===== src/rtl/wb_dma_pkg.sv =====
// Shared register map, CTRL bit positions and FSM encodings for the wb_dma copy engine.
package wb_dma_pkg;

   localparam logic [1:0] REG_SRC  = 2'd0;
   localparam logic [1:0] REG_DST  = 2'd1;
   localparam logic [1:0] REG_LEN  = 2'd2;
   localparam logic [1:0] REG_CTRL = 2'd3;

   localparam int CTRL_START  = 0;
   localparam int CTRL_BUSY   = 1;
   localparam int CTRL_DONE   = 2;
   localparam int CTRL_IRQ_EN = 3;
   localparam int CTRL_ERR    = 4;

   typedef enum logic [1:0] {
      ST_IDLE  = 2'd0,
      ST_READ  = 2'd1,
      ST_WRITE = 2'd2
   } state_t;

endpackage


===== src/rtl/wb_dma.sv =====
// Single-channel Wishbone DMA: a register slave port programs SRC/DST/LEN and a master
// port copies LEN 32-bit words with classic read-then-write single cycles.
module wb_dma
   import wb_dma_pkg::*;
#(
   parameter int len_width = 16
) (
   input  logic        clk,
   input  logic        reset_n,
   input  logic [31:0] wbs_adr_i,
   input  logic [31:0] wbs_dat_i,
   output logic [31:0] wbs_dat_o,
   input  logic [3:0]  wbs_sel_i,
   input  logic        wbs_we_i,
   input  logic        wbs_stb_i,
   input  logic        wbs_cyc_i,
   output logic        wbs_ack_o,
   output logic [31:0] wbm_adr_o,
   output logic [31:0] wbm_dat_o,
   input  logic [31:0] wbm_dat_i,
   output logic [3:0]  wbm_sel_o,
   output logic        wbm_we_o,
   output logic        wbm_stb_o,
   output logic        wbm_cyc_o,
   input  logic        wbm_ack_i,
   input  logic        wbm_err_i,
   input  logic        wbm_rty_i,
   output logic        intr
);

   state_t               state, state_nx;
   logic [31:0]          src, src_nx, dst, dst_nx, data_reg, data_nx;
   logic [len_width-1:0] len, len_nx;
   logic                 done, done_nx, err, err_nx, irq_en, irq_en_nx, busy, busy_nx;
   logic                 ack_nx;
   logic [31:0]          rdat_nx;
   logic                 cyc_nx, we_nx;
   logic [31:0]          madr_nx, mdat_nx;
   logic [3:0]           sel_nx;
   logic                 slv_req, slv_wr, start;
   logic [1:0]           reg_sel;
   logic [31:0]          ctrl_rd;
   logic                 unused_ok;

   assign reg_sel   = wbs_adr_i[3:2];
   assign slv_req   = wbs_cyc_i & wbs_stb_i & ~wbs_ack_o;
   assign slv_wr    = slv_req & wbs_we_i;
   assign start     = slv_wr && (reg_sel == REG_CTRL) && wbs_dat_i[CTRL_START] && !busy;
   assign intr      = done & irq_en;
   assign unused_ok = ^{wbs_sel_i, wbs_adr_i[31:4], wbs_adr_i[1:0]};

   always_comb begin
      ctrl_rd              = '0;
      ctrl_rd[CTRL_BUSY]   = busy;
      ctrl_rd[CTRL_DONE]   = done;
      ctrl_rd[CTRL_IRQ_EN] = irq_en;
      ctrl_rd[CTRL_ERR]    = err;
   end

   // Register state plus every registered output.
   always_ff @(posedge clk or negedge reset_n) begin
      if (!reset_n) begin
         state     <= ST_IDLE;
         src       <= '0;
         dst       <= '0;
         len       <= '0;
         data_reg  <= '0;
         done      <= 1'b0;
         err       <= 1'b0;
         irq_en    <= 1'b0;
         busy      <= 1'b0;
         wbs_ack_o <= 1'b0;
         wbs_dat_o <= '0;
         wbm_cyc_o <= 1'b0;
         wbm_stb_o <= 1'b0;
         wbm_we_o  <= 1'b0;
         wbm_sel_o <= '0;
         wbm_adr_o <= '0;
         wbm_dat_o <= '0;
      end else begin
         state     <= state_nx;
         src       <= src_nx;
         dst       <= dst_nx;
         len       <= len_nx;
         data_reg  <= data_nx;
         done      <= done_nx;
         err       <= err_nx;
         irq_en    <= irq_en_nx;
         busy      <= busy_nx;
         wbs_ack_o <= ack_nx;
         wbs_dat_o <= rdat_nx;
         wbm_cyc_o <= cyc_nx;
         wbm_stb_o <= cyc_nx;
         wbm_we_o  <= we_nx;
         wbm_sel_o <= sel_nx;
         wbm_adr_o <= madr_nx;
         wbm_dat_o <= mdat_nx;
      end
   end

   // Slave accesses are applied first so that engine events later in this block take
   // priority (a DONE raised by the last beat beats a simultaneous DONE clear).
   always_comb begin
      state_nx  = state;
      src_nx    = src;
      dst_nx    = dst;
      len_nx    = len;
      data_nx   = data_reg;
      done_nx   = done;
      err_nx    = err;
      irq_en_nx = irq_en;
      busy_nx   = busy;
      ack_nx    = slv_req;
      rdat_nx   = wbs_dat_o;
      cyc_nx    = wbm_cyc_o;
      we_nx     = wbm_we_o;
      sel_nx    = wbm_sel_o;
      madr_nx   = wbm_adr_o;
      mdat_nx   = wbm_dat_o;

      if (slv_req && !wbs_we_i) begin
         unique case (reg_sel)
            REG_SRC:  rdat_nx = src;
            REG_DST:  rdat_nx = dst;
            REG_LEN:  rdat_nx = 32'(len);
            REG_CTRL: rdat_nx = ctrl_rd;
         endcase
      end

      if (slv_wr) begin
         unique case (reg_sel)
            REG_SRC:  if (!busy) src_nx = {wbs_dat_i[31:2], 2'b00};
            REG_DST:  if (!busy) dst_nx = {wbs_dat_i[31:2], 2'b00};
            REG_LEN:  if (!busy) len_nx = wbs_dat_i[len_width-1:0];
            REG_CTRL: begin
               irq_en_nx = wbs_dat_i[CTRL_IRQ_EN];
               if (wbs_dat_i[CTRL_DONE]) done_nx = 1'b0;
               if (wbs_dat_i[CTRL_ERR])  err_nx  = 1'b0;
            end
         endcase
      end

      unique case (state)
         ST_IDLE: begin
            cyc_nx = 1'b0;
            if (start) begin
               err_nx = 1'b0;
               if (len != '0) begin
                  state_nx = ST_READ;
                  busy_nx  = 1'b1;
                  done_nx  = 1'b0;
               end else begin
                  done_nx = 1'b1;
               end
            end
         end
         ST_READ, ST_WRITE: begin
            // A beat is launched only from a cycle with cyc low, which gives the one-cycle
            // gap between beats and after a retry.
            if (!wbm_cyc_o) begin
               cyc_nx = 1'b1;
               sel_nx = 4'hF;
               we_nx  = (state == ST_WRITE);
               if (state == ST_WRITE) begin
                  madr_nx = dst;
                  mdat_nx = data_reg;
               end else begin
                  madr_nx = src;
               end
            end else if (wbm_err_i) begin
               cyc_nx   = 1'b0;
               err_nx   = 1'b1;
               done_nx  = 1'b1;
               busy_nx  = 1'b0;
               state_nx = ST_IDLE;
            end else if (wbm_rty_i) begin
               cyc_nx = 1'b0;
            end else if (wbm_ack_i) begin
               cyc_nx = 1'b0;
               if (state == ST_READ) begin
                  data_nx  = wbm_dat_i;
                  state_nx = ST_WRITE;
               end else begin
                  src_nx = src + 32'd4;
                  dst_nx = dst + 32'd4;
                  len_nx = len - len_width'(1);
                  if (len == len_width'(1)) begin
                     done_nx  = 1'b1;
                     busy_nx  = 1'b0;
                     state_nx = ST_IDLE;
                  end else begin
                     state_nx = ST_READ;
                  end
               end
            end
         end
         default: begin
            cyc_nx   = 1'b0;
            state_nx = ST_IDLE;
         end
      endcase
   end

endmodule


===== config.mk =====
export PLATFORM = sky130hd
export DESIGN_NAME = wb_dma
export DESIGN_NICKNAME = d
export VERILOG_FILES = /design/src/rtl/wb_dma_pkg.sv /design/src/rtl/wb_dma.sv
export SDC_FILE = /design/constraint.sdc
export NUM_CORES = 1
export LEC_CHECK = 0
export ABC_AREA = 1
export CAP_MARGIN = 10
export CORE_ASPECT_RATIO = 0.9
export CORE_MARGIN = 1
export CORE_UTILIZATION = 59
export CTS_BUF_LIST = sky130_fd_sc_hd__clkbuf_2
export DETAILED_ROUTE_END_ITERATION = 6
export GPL_ROUTABILITY_DRIVEN = 1
export PLACE_DENSITY_LB_ADDON = 0.08
export SYNTH_ARGS = -nofsm -noshare
export SYNTH_HDL_FRONTEND = slang
export SYNTH_SLANG_ARGS = --single-unit

===== constraint.sdc =====
create_clock -name clk -period 5.6 [get_ports clk]
set_input_delay 1.68 -clock clk [delete_from_list [all_inputs] [get_ports clk]]
set_output_delay 1.68 -clock clk [all_outputs]
set_load 0.05 [all_outputs]

Word-level counts from Yosys, hierarchy flattened
Cells that the tools add are included.
- logic and storage cells: 128
- output and inout port bits: 105
- register bits: 218
- bits of input ports: 108
- multiplexer cells: 71
- bitwise operators: 8
- add/subtract/negate cells: 3
- equality and inequality tests: 13
- reductions and logical operators: 17
- operators with widths (cell ; number):
    $mux 32 ; 19
    $mux 16 ; 9
    $pmux 32 s4 ; 1
    $add 32x3->32 const B ; 2
    $mux 1 ; 31
    $eq 16x1->1 const B ; 1
    $reduce_bool 16->1 ; 1
    $sub 16x1->16 const B ; 1
    $mux 2 ; 7
    $ne 3x3->1 const B ; 4
    $reduce_and 8->1 ; 1
    $eq 2x2->1 const B ; 3
    $ne 2x2->1 const B ; 3
    $pmux 1 s2 ; 3
    $reduce_and 6->1 ; 1
    $reduce_and 5->1 ; 1
    $and 1x1->1 ; 4
    $eq 2x1->1 const B ; 2
    $logic_and 1x1->1 ; 4
    $logic_not 2->1 ; 2
    $not 1->1 ; 4
    $pmux 2 s2 ; 1
    $reduce_and 2->1 ; 2
    $reduce_and 3->1 ; 1
    3 further kinds ; 4

Logic depth before layout (Yosys ltp)
- word-level depth: 11
- gate-level depth with buffers: 11
- mapped depth without buffers: 11

Worst setup path after synthesis
OpenSTA, ideal clock, no wires.
- path kind: in2reg
- start point: in wbs_cyc_i
- end point: reg src[18]
- stages: 9
- path slack: 2.870 ns
- buffers on the path: 2
- library setup time: 0.134 ns
- arrival: 2.595 ns
- data required time: 5.466 ns
- cell sequence: nand2_2 > nor2_4 > nand3_4 > clkinv_2 > nand2_2 > buf_6 > buf_2 > o21ai_0 > o21ai_0
- cells in the longest elaborated chain, start to end: 10
- RTL lines (what ; RTL line ; RTL):
    start, declared ; wb_dma.sv:16 ; input logic wbs_cyc_i,
    $and 1x1->1 (*) (2 in a row) ; wb_dma.sv:46 ; assign slv_req = wbs_cyc_i & wbs_stb_i & ~wbs_ack_o;
    via ack_nx ; wb_dma.sv:35 ; logic ack_nx;
    $and 1x1->1 (*) ; wb_dma.sv:47 ; assign slv_wr = slv_req & wbs_we_i;
    $mux 32 (*) ; wb_dma.sv:130 ; if (slv_wr) begin
    $mux 32 ; wb_dma.sv:180 ; if (state == ST_READ) begin
    $mux 32 ; wb_dma.sv:178 ; end else if (wbm_ack_i) begin
    $mux 32 ; wb_dma.sv:176 ; end else if (wbm_rty_i) begin
    $mux 32 ; wb_dma.sv:170 ; end else if (wbm_err_i) begin
    $mux 32 ; wb_dma.sv:160 ; if (!wbm_cyc_o) begin
    $mux 32 (*) ; wb_dma.sv:143 ; unique case (state)
    via src_nx[18] ; wb_dma.sv:32 ; logic [31:0] src, src_nx, dst, dst_nx, data_reg, data_nx;
    end signal, assigned ; wb_dma.sv:82 ; src <= src_nx;
    end, declared ; wb_dma.sv:32 ;
The timed path passes the listed nets; every way through them passes the cells marked *.
A chain may end at the register's enable or synchronous reset.

Final worst setup path
- start point: reg wbs_ack_o
- end point: out wbs_ack_o
- RTL lines (what ; RTL line ; RTL):
    start, declared ; wb_dma.sv:17 ; output logic wbs_ack_o,
    start signal, assigned ; wb_dma.sv:90 ; wbs_ack_o <= ack_nx;
No word-level cell between the ends.

==> impl_metrics.yaml <==
sta:
  timing.hold.ws_ns: 0.486
  setup_tns_ns: 0
  hold_viol: 0
  fin_crit_sh_pct: 68.6
  drv_slew: 0
  min_period_ns: 3.84
  fmax_mhz: 260
  fin_skew_ns: 0.0833
  rsz0062_at_grt: "no"
  slew_headroom_pct: 37.5
  worst_pin_slew_ns: 0.934
  setup_viol: 0
floorplanning:
  dieArea_um2: 20300
  die_w_um: 150
  start_util_pct: 60.5
  core_area_um2: 19200
  ios: 213
  fp.dieH_um: 135
  rows: 48
clocking:
  cts_sinks: 218
  clk_pin_slew_ns: 0.12
  cts_inserted_buffers: 55
  cts_setup_buffers: 0
  cts_tree: "yes"
  cts_resized: 0
  htreeDepth: 2
  clock_latency_ns: 0.90
  cts_hold_buf: 0
  clock-root-buffer: "clkbuf_2"
  clockBufferDepth: 3
routing:
  antenna_left: 0
  drt-pass1-iter-count: 7
  vias: 10900
  drc: 2
  via_per_inst: 5.71
  wl_um: 32300
  wl_per_cell_um: 16.9
  dr.first_iter.drc_count: 937
grt:
  antenna_found_initial: 1
  grt_pass1_wl_um: 51800
  grtUsageTotal_pct: 32.6
  grt-ovfl-total: 0
  grt_start_max_net_pins: 95
  first_global_vias: 10500
min_path:
  hold_path_class: "flop to flop"
power_and_ir_drop:
  combPwrFrac_pct: 51.1
  intPower_mw: 4.00
  power.density_nw_per_um2: 560
  p_sw_mw: 3.80
  sequentialPowerShare_pct: 35.0
  max-vdd-ir-drop_mv: 0.624
  p_leak_nw: 6.70
  swShare_pct: 48.7
  clkPwrFrac_pct: 13.9
synth:
  syn_area_um2: 11600
  ys_async_sr_fraction_pct: 100
  syn-num-nets: 1560
  ys_ff_latch: 218
  synth_edf_count: 0
  synth_cell_types: 45
  synth_seq_area_share_pct: 46.9
  netlist_instances: 1443
  synthFlopType: "dfrtp_1"
  yosys_warnings: 0
  syn_avg_cell_area_um2: 8.06
critical_path:
  crit_required_ns: 3.92
  critPathMaxFanout: 3
  crit_path_start_kind: "flop"
  critPathBufInv: 1
  cp.arrival_ns: 2.16
  crit_family: "buffers and inverters"
  critPathSlowestCell: "clkdlybuf4s50_1"
  endpoint_kind: "primary output"
  crit_chain: "clkdlybuf4s50_1"
  cpPeakStageDelay_ns: 0.84
  path_class: "flop to primary output"
layout:
  nets: 1738
  area_growth_pct: 20.0
  mostFrequentLayoutCell: "nand2_1"
  most-common-layout-cells: "372 x nand2_1, 218 x dfrtp_1, 177 x clkdlybuf4s50_1, 133 x o21ai_0, 126 x inv_1"
  drive_gt1_share_pct: 11.7
  finish.utilization_pct: 72.6
placement:
  io_buffers: 178
  gp_congestion: 0.935
  hpwl_um: 22600
outcome:
  failed_checks: "DRC"
  outcome: "finished, violations left"
run:
  drv_cap: 0
[Yosys cell counts, types with 2 or more instances]
library cell  count  area (um^2)
a31oi_1           2         12.5
nor2_2            5         31.3
buf_6             9          101
inv_1           127          477
nand2_2           7         43.8
inv_2             3         11.3
o21ai_1          19         95.1
buf_2            26          130
buf_4             5         37.5
xor2_1           16          140
a21boi_0          2         15.0
o21ai_0         133          666
nand4_1           8         50.1
dfrtp_1         218         5460
o22ai_1          26          163
ha_1              9          113
o211ai_1         25          188
a21oi_1         109          546
o221ai_1          2         17.5
a22oi_1           3         22.5
clkbuf_1         24         90.1
a221oi_1          3         26.3
or2_2             2         12.5
nand3_1          52          260
nand2_1         372         1400
mux2_2           64          721
nor2_1          123          462
nor3_1           24          120
nor2_4            6         67.6
buf_1             4         15.0
[logic make-up (layout without fill, tap and decap cells)]
| family | Yosys count | after routing | synth area share [%] |
|---|---|---|---|
| AND/OR/NAND/NOR | 608 | 608 | 21.9 |
| AO/OA/AOI/OAI | 327 | 327 | 15.3 |
| flip-flops | 218 | 218 | 46.9 |
| buffers and inverters | 200 | 415 | 7.50 |
| multiplexers | 64 | 64 | 6.20 |
| XOR/XNOR | 17 | 17 | 1.28 |
| adder cells (fa/ha/maj) | 9 | 9 | 0.969 |
| other | 0 | 1 | 0 |
[metrics by stage]
step	cell area, um^2	std cells	setup slack (ns)	power [mW]
2_1_floorplan	11600	1443	2.87	5.49
3_3_place_gp	13500	1814	1.36	6.60
3_5_place_dp	13500	1814	1.31	6.71
4_1_cts	14000	1908	1.72	7.80
5_1_grt	14000	1909	1.71	8.35
6_report	14000	1909	1.76	7.81
[power by group through the flow]
stage                     Combinational, mW  Clock, mW  Sequential, mW
after global placement                 3.88          0            2.72
after floorplan                        1.95          0            3.54
after CTS                              3.98       1.10            2.72
final                                  3.99       1.09            2.74
after global routing                   4.35       1.18            2.82
after detailed placement               3.96          0            2.75
[area by class of cell]
type / instances / area [um^2]
tap: 250 / 313
clock inverter: 11 / 67.6
inverter: 131 / 493
multi-input combinational: 1025 / 5310
clock buffer: 83 / 415
timing repair buffer: 190 / 1900
fill: 1596 / 5270
sequential: 218 / 5460
antenna: 1 / 2.50
[routing by layer]
| layer | global-route usage (%) | up-vias | wire length (um) |
|---|---|---|---|
| li1 | - | 5150 | - |
| met1 | 42.3 | 5154 | 13400 |
| met2 | 53.6 | 521 | 15400 |
| met3 | 6.16 | 78 | 2640 |
| met4 | 13.5 | 0 | 946 |
| met5 | 0 | - | 0 |
[worst paths after layout]
kind | to | cells past startpoint | slack [ns] | start
hold / removal | wbs_dat_o[23]$_DFFE_PN0P_ | 2 | 0.49 | wbs_dat_o[23]$_DFFE_PN0P_
max in group asynchronous | wbm_dat_o[23]$_DFFE_PN0P_ | 2 | 3.83 | reset_n
hold reg to reg | wbs_dat_o[23]$_DFFE_PN0P_ | 2 | 0.49 | wbs_dat_o[23]$_DFFE_PN0P_
setup / recovery | wbs_ack_o | 1 | 1.76 | wbs_ack_o$_DFF_PN0_
setup reg to reg | wbm_dat_o[21]$_DFFE_PN0P_ | 6 | 2.85 | state[0]$_DFFE_PN0P_
min in group asynchronous | wbm_adr_o[14]$_DFFE_PN0P_ | 1 | 0.82 | reset_n
Power figures use the tool's default switching activity.
